[src/rtl/sprite_motion_sched.sv]
// rtl/sprite_motion_sched.sv - time-multiplexed bouncing-sprite motion scheduler
// One shared step/bounce datapath walks all sprites per frame; displayed positions swap atomically.
module sprite_motion_sched #(
  parameter int NUM_SPRITES = 4,
  parameter int SIZE        = 20,
  parameter int H_RES       = 640,
  parameter int V_RES       = 480,
  parameter int CW          = 10
) (
  input  logic                      clk,
  input  logic                      rst_n,
  input  logic                      frame_start,
  input  logic                      pause,
  input  logic [1:0]                speed,
  output logic [CW*NUM_SPRITES-1:0] pos_x,
  output logic [CW*NUM_SPRITES-1:0] pos_y,
  output logic                      busy,
  output logic                      done,
  output logic                      bounce,
  output logic [2:0]                bounce_id,
  output logic                      overrun
);

  localparam int IW = (NUM_SPRITES > 1) ? $clog2(NUM_SPRITES) : 1;
  localparam logic [IW-1:0] LAST   = IW'(NUM_SPRITES - 1);
  localparam logic [CW:0]   LO     = (CW+1)'(SIZE);
  localparam logic [CW:0]   X_HI   = (CW+1)'(H_RES - SIZE);
  localparam logic [CW:0]   Y_HI   = (CW+1)'(V_RES - SIZE);
  localparam logic [CW-1:0] LO_C   = CW'(SIZE);
  localparam logic [CW-1:0] X_HI_C = CW'(H_RES - SIZE);
  localparam logic [CW-1:0] Y_HI_C = CW'(V_RES - SIZE);

  typedef enum logic [1:0] {IDLE, CALC, COMMIT, COPY} state_t;
  state_t state_q, state_d;

  logic [IW-1:0] idx_q;
  logic [2:0]    step_q;
  logic [CW-1:0] wx_q [NUM_SPRITES];
  logic [CW-1:0] wy_q [NUM_SPRITES];
  logic          wdx_q [NUM_SPRITES];  // 1 = moving right
  logic          wdy_q [NUM_SPRITES];  // 1 = moving down
  logic [CW-1:0] dx_q [NUM_SPRITES];
  logic [CW-1:0] dy_q [NUM_SPRITES];
  logic [CW-1:0] cx_q, cy_q;
  logic          cdx_q, cdy_q, cb_q;
  logic          done_q, bounce_q, overrun_q;
  logic [2:0]    bid_q;

  logic [CW:0]   ex, ey, stp, sx, sy;
  logic [CW-1:0] nx, ny;
  logic          ndx, ndy, bx, by;

  always_comb begin
    state_d = state_q;
    case (state_q)
      IDLE:    if (frame_start && !pause) state_d = CALC;
      CALC:    state_d = COMMIT;
      COMMIT:  state_d = (idx_q == LAST) ? COPY : CALC;
      COPY:    state_d = IDLE;
      default: state_d = IDLE;
    endcase
  end

  always_ff @(posedge clk or negedge rst_n) begin
    if (!rst_n) state_q <= IDLE;
    else        state_q <= state_d;
  end

  // Step and clamp one sprite; compares are CW+1 bits wide so nothing wraps.
  always_comb begin
    ex  = {1'b0, wx_q[idx_q]};
    ey  = {1'b0, wy_q[idx_q]};
    stp = (CW+1)'(step_q);
    sx  = ex + stp;
    sy  = ey + stp;
    nx  = wx_q[idx_q];
    ny  = wy_q[idx_q];
    ndx = wdx_q[idx_q];
    ndy = wdy_q[idx_q];
    bx  = 1'b0;
    by  = 1'b0;
    if (wdx_q[idx_q]) begin
      if (sx >= X_HI) begin nx = X_HI_C; ndx = 1'b0; bx = 1'b1; end
      else            nx = wx_q[idx_q] + CW'(step_q);
    end else begin
      if (ex <= LO + stp) begin nx = LO_C; ndx = 1'b1; bx = 1'b1; end
      else                nx = wx_q[idx_q] - CW'(step_q);
    end
    if (wdy_q[idx_q]) begin
      if (sy >= Y_HI) begin ny = Y_HI_C; ndy = 1'b0; by = 1'b1; end
      else            ny = wy_q[idx_q] + CW'(step_q);
    end else begin
      if (ey <= LO + stp) begin ny = LO_C; ndy = 1'b1; by = 1'b1; end
      else                ny = wy_q[idx_q] - CW'(step_q);
    end
  end

  always_ff @(posedge clk or negedge rst_n) begin
    if (!rst_n) begin
      idx_q     <= '0;
      step_q    <= 3'd1;
      cx_q      <= '0;
      cy_q      <= '0;
      cdx_q     <= 1'b0;
      cdy_q     <= 1'b0;
      cb_q      <= 1'b0;
      done_q    <= 1'b0;
      bounce_q  <= 1'b0;
      bid_q     <= 3'd0;
      overrun_q <= 1'b0;
      for (int i = 0; i < NUM_SPRITES; i++) begin
        wx_q[i]  <= CW'(SIZE + 64 * (i + 1));
        wy_q[i]  <= CW'(SIZE + 48 * (i + 1));
        dx_q[i]  <= CW'(SIZE + 64 * (i + 1));
        dy_q[i]  <= CW'(SIZE + 48 * (i + 1));
        wdx_q[i] <= ((i % 2) == 0);
        wdy_q[i] <= 1'b1;
      end
    end else begin
      done_q   <= 1'b0;
      bounce_q <= 1'b0;
      bid_q    <= 3'd0;
      if (frame_start && state_q != IDLE) overrun_q <= 1'b1;
      case (state_q)
        IDLE: if (frame_start && !pause) begin
          idx_q  <= '0;
          step_q <= {1'b0, speed} + 3'd1;
        end
        CALC: begin
          cx_q  <= nx;
          cy_q  <= ny;
          cdx_q <= ndx;
          cdy_q <= ndy;
          cb_q  <= bx | by;
        end
        COMMIT: begin
          wx_q[idx_q]  <= cx_q;
          wy_q[idx_q]  <= cy_q;
          wdx_q[idx_q] <= cdx_q;
          wdy_q[idx_q] <= cdy_q;
          if (cb_q) begin
            bounce_q <= 1'b1;
            bid_q    <= 3'(idx_q);
          end
          if (idx_q != LAST) idx_q <= idx_q + 1'b1;
        end
        COPY: begin
          for (int i = 0; i < NUM_SPRITES; i++) begin
            dx_q[i] <= wx_q[i];
            dy_q[i] <= wy_q[i];
          end
          done_q <= 1'b1;
        end
        default: ;
      endcase
    end
  end

  for (genvar g = 0; g < NUM_SPRITES; g++) begin : g_pack
    assign pos_x[CW*g +: CW] = dx_q[g];
    assign pos_y[CW*g +: CW] = dy_q[g];
  end

  assign busy      = (state_q != IDLE);
  assign done      = done_q;
  assign bounce    = bounce_q;
  assign bounce_id = bid_q;
  assign overrun   = overrun_q;

endmodule

[config.mk]
export PLATFORM = sky130hd
export DESIGN_NAME = sprite_motion_sched
export DESIGN_NICKNAME = d
export VERILOG_FILES = /design/src/rtl/sprite_motion_sched.sv
export SDC_FILE = /design/constraint.sdc
export NUM_CORES = 1
export LEC_CHECK = 0
export ABC_AREA = 1
export BUFFER_PORTS_ARGS = -buffer_cell sky130_fd_sc_hd__buf_2
export CORE_AREA = 5 5 152 140
export CTS_CLUSTER_SIZE = 14
export DETAILED_ROUTE_END_ITERATION = 7
export DIE_AREA = 0 0 157 145
export GPL_TIMING_DRIVEN = 1
export PLACE_DENSITY_LB_ADDON = 0.05
export SLEW_MARGIN = 20
export SYNTH_ARGS = -nofsm -noshare
export SYNTH_HDL_FRONTEND = slang
export SYNTH_SLANG_ARGS = --single-unit
[constraint.sdc]
create_clock -name clk -period 3.7 [get_ports clk]
set_input_delay 0.185 -clock clk [delete_from_list [all_inputs] [get_ports clk]]
set_output_delay 0.185 -clock clk [all_outputs]
set_load 0.05 [all_outputs]
==> impl_metrics.toml <==
[timing]
worstMarginPinSlew_ns = 0.963
post-route-period-util_pct = 85.6
clock.fmax_ghz = 0.316
skew_ns = 0.0137
setup_tns_ns = 0
setup_viol = 0
min_period_ns = 3.17
slew_headroom_pct = 35.7
final_max_slew_viol_count = 0
rsz0062_at_grt = "no"
hold_viol = 0

[finish]
nets = 1319
diodes = 0
syn_to_final_growth_pct = 14.5
final_common_cell = "nand2_1"
post-route-util_pct = 58.1
final_cell_mix = "nand2_1, dfrtp_1, o21ai_0"
drive_above_1_share_pct = 20.4
postLayoutCellArea_mm2 = 0.0114

[floorplanning]
fp.dieArea_mm2 = 0.0228
start_util_pct = 50.7
io_pins = 93
core_region_area_mm2 = 0.0196
num_rows = 49
dieWidth_um = 157
die_y_um = 145

[detailed_routing]
initialDrtViolationCount = 724
first_pass_iters = 5
avgViaCountPerCell = 5.21
detail-route-antenna-nets = 0
vias = 8133
drc_errors = 0
totalWireLength_um = 26000
avgRoutedWirePerCell_um = 16.7

[setup_path]
crit_path_start = "idx_q[0]"
cp.required_ns = 4.08
critPathLaunchType = "register"
path_max_fanout = 22
worstSetupPathType = "reg2reg"
crit-reg2reg-launch = "idx_q[0]"
critPathCaptureType = "register"
critPathArrivalTime_ns = 3.55

[cts]
cts_root_buf = "clkbuf_16"
cts_buffers = 23
clock_latency_ns = 0.52
cts_sinks = 203
cts_tree = "yes"
ctsResizeCount = 0
htree_num_levels = 1
clock_path_buffers = 3
clkSlewWorstSetupHoldPaths_ns = 0.06

[power]
peakVddDrop_mv = 0.574
power.leakage_nw = 5.82
power_density_mw_per_mm2 = 1080

[place]
place_hpwl_um = 18000
routabilityCongestion = 0.933
portBuffers = 91
place_area_mm2 = 0.0106

[synthesis]
mappedNetlistArea_mm2 = 0.00992
avgSynthCellArea_um2 = 8.23
synthArstFlopShare_pct = 100
syn_nets = 1235
synth_seq_cells = 203
ys_types = 53
synth_cells = 1206
synth_edf_count = 0
ys.flop_type = "dfrtp_1"
yosysWarnings = 0
yosysSeqAreaShare_pct = 51.9

[status]
status = "complete, no violations"

[global_routing]
grt_max_degree = 101
grt_pass1_wl_um = 42800
antenna_found_initial = 0
grt_pass1_vias = 7595
grt_usage_pct = 23.2
grt-ovfl-total = 0

[worst_hold_path]
hold_path_startpoint = "speed[1]"
worst_hold_path_type = "in2reg"

[job]
maxCapViolCount = 0
## cell type report
type / instances / area [um2]
fill: 1803 / 8200
tap: 255 / 319
timing repair buffer: 112 / 644
clock inverter: 7 / 53.8
clock buffer: 35 / 681
sequential: 203 / 5150
multi-input combinational: 864 / 4180
inverter: 86 / 325
## Yosys cell counts, types with 4 or more instances
library cell | n | area share (%)
nand2_1 | 480 | 18
dfrtp_1 | 144 | 36
o21ai_0 | 111 | 5.6
inv_1 | 72 | 2.7
dfstp_2 | 59 | 16
nor2_1 | 59 | 2.2
nand3_1 | 52 | 2.6
clkbuf_1 | 38 | 1.4
a21oi_1 | 22 | 1.1
ha_1 | 19 | 2.4
o21ai_1 | 18 | 0.91
nand2_2 | 17 | 1.1
inv_2 | 13 | 0.49
nand4_1 | 10 | 0.63
xor2_1 | 10 | 0.88
buf_6 | 6 | 0.68
nor2_2 | 6 | 0.38
o22ai_1 | 6 | 0.38
buf_4 | 4 | 0.30
fa_1 | 4 | 0.81
## final timing paths
kind,cells after the start,to,slack [ns]
worst max-delay path,15,cx_q[7],0.53
worst min-delay path,4,step_q[1],0.06
worst max register to register,15,cx_q[7],0.53
worst min register to register,1,overrun,0.46
max in group asynchronous,3,pos_y[34],2.48
min in group asynchronous,2,pos_x[37],0.33
## worst max-delay path, stage by stage (launching register included)
cell     delay, ns
dfrtp_1       0.40
inv_2         0.30
nand2_1       0.10
a32oi_1       0.45
inv_1         0.14
fa_1          0.46
nor2_1        0.10
nor2_1        0.07
nor2_2        0.21
nand3_1       0.12
nor2_1        0.11
nand2_1       0.17
nand3_1       0.15
nor2_1        0.05
nor2_1        0.13
a21oi_1       0.05
## routing by layer
metal / GRT usage (%) / share of wire (%) / wire length (um) / vias up
met1: 40.0 / 52 / 13600 / 3811
met2: 30.3 / 39 / 10200 / 267
met4: 4.56 / 1.3 / 337 / 0
li1: - / - / - / 4026
met3: 3.90 / 7.0 / 1830 / 29
met5: 0 / 0 / 0 / -
## flip-flops by register name (all words and copies together) (netlist names), 2 cells and up
signal / cells
state_q: 2
pos_y: 40
step_q: 3
wy_q: 40
wdx_q: 4
cx_q: 10
cy_q: 10
wdy_q: 4
pos_x: 40
wx_q: 40
idx_q: 2
bounce_id: 2
## power breakdown
part	total (mW)	internal, mW	switching [mW]
logic	6.30	1.77	4.53
registers	3.79	3.22	0.572
clock network	2.20	1.28	0.920
total	12.3	6.27	6.02
## per-stage QoR
| stage | power [mW] | setup WS (ns) | hold slack [ns] | instances |
|---|---|---|---|---|
| floorplan | 8.48 | 0.588 | -0.111 | 1206 |
| global placement | 10.0 | 0.639 | 0.339 | 1516 |
| detailed placement | 10.1 | 0.548 | 0.341 | 1516 |
| CTS | 12.3 | 0.533 | 0.0404 | 1562 |
| global route | 13.2 | 0.114 | 0.0633 | 1562 |
| finish | 12.3 | 0.534 | 0.0585 | 1562 |
## repair_timing
action | CTS | global route
setup buffers | 0 | 0
setup endpoints to repair | 0 | 0
hold buffers | 4 | 0
endpoints found under the hold margin | 70 | 0
## cells by family after synthesis
kind of cell	share of synthesized area, %
and+or+nand+nor	27.1
DFF	51.9
AOI/OAI and AO/OA	10.6
buffers and inverters	5.98
adders and majority gates	3.20
xor gates and xnor gates	1.13
other	0.0378
Power figures use the tool's default switching activity.
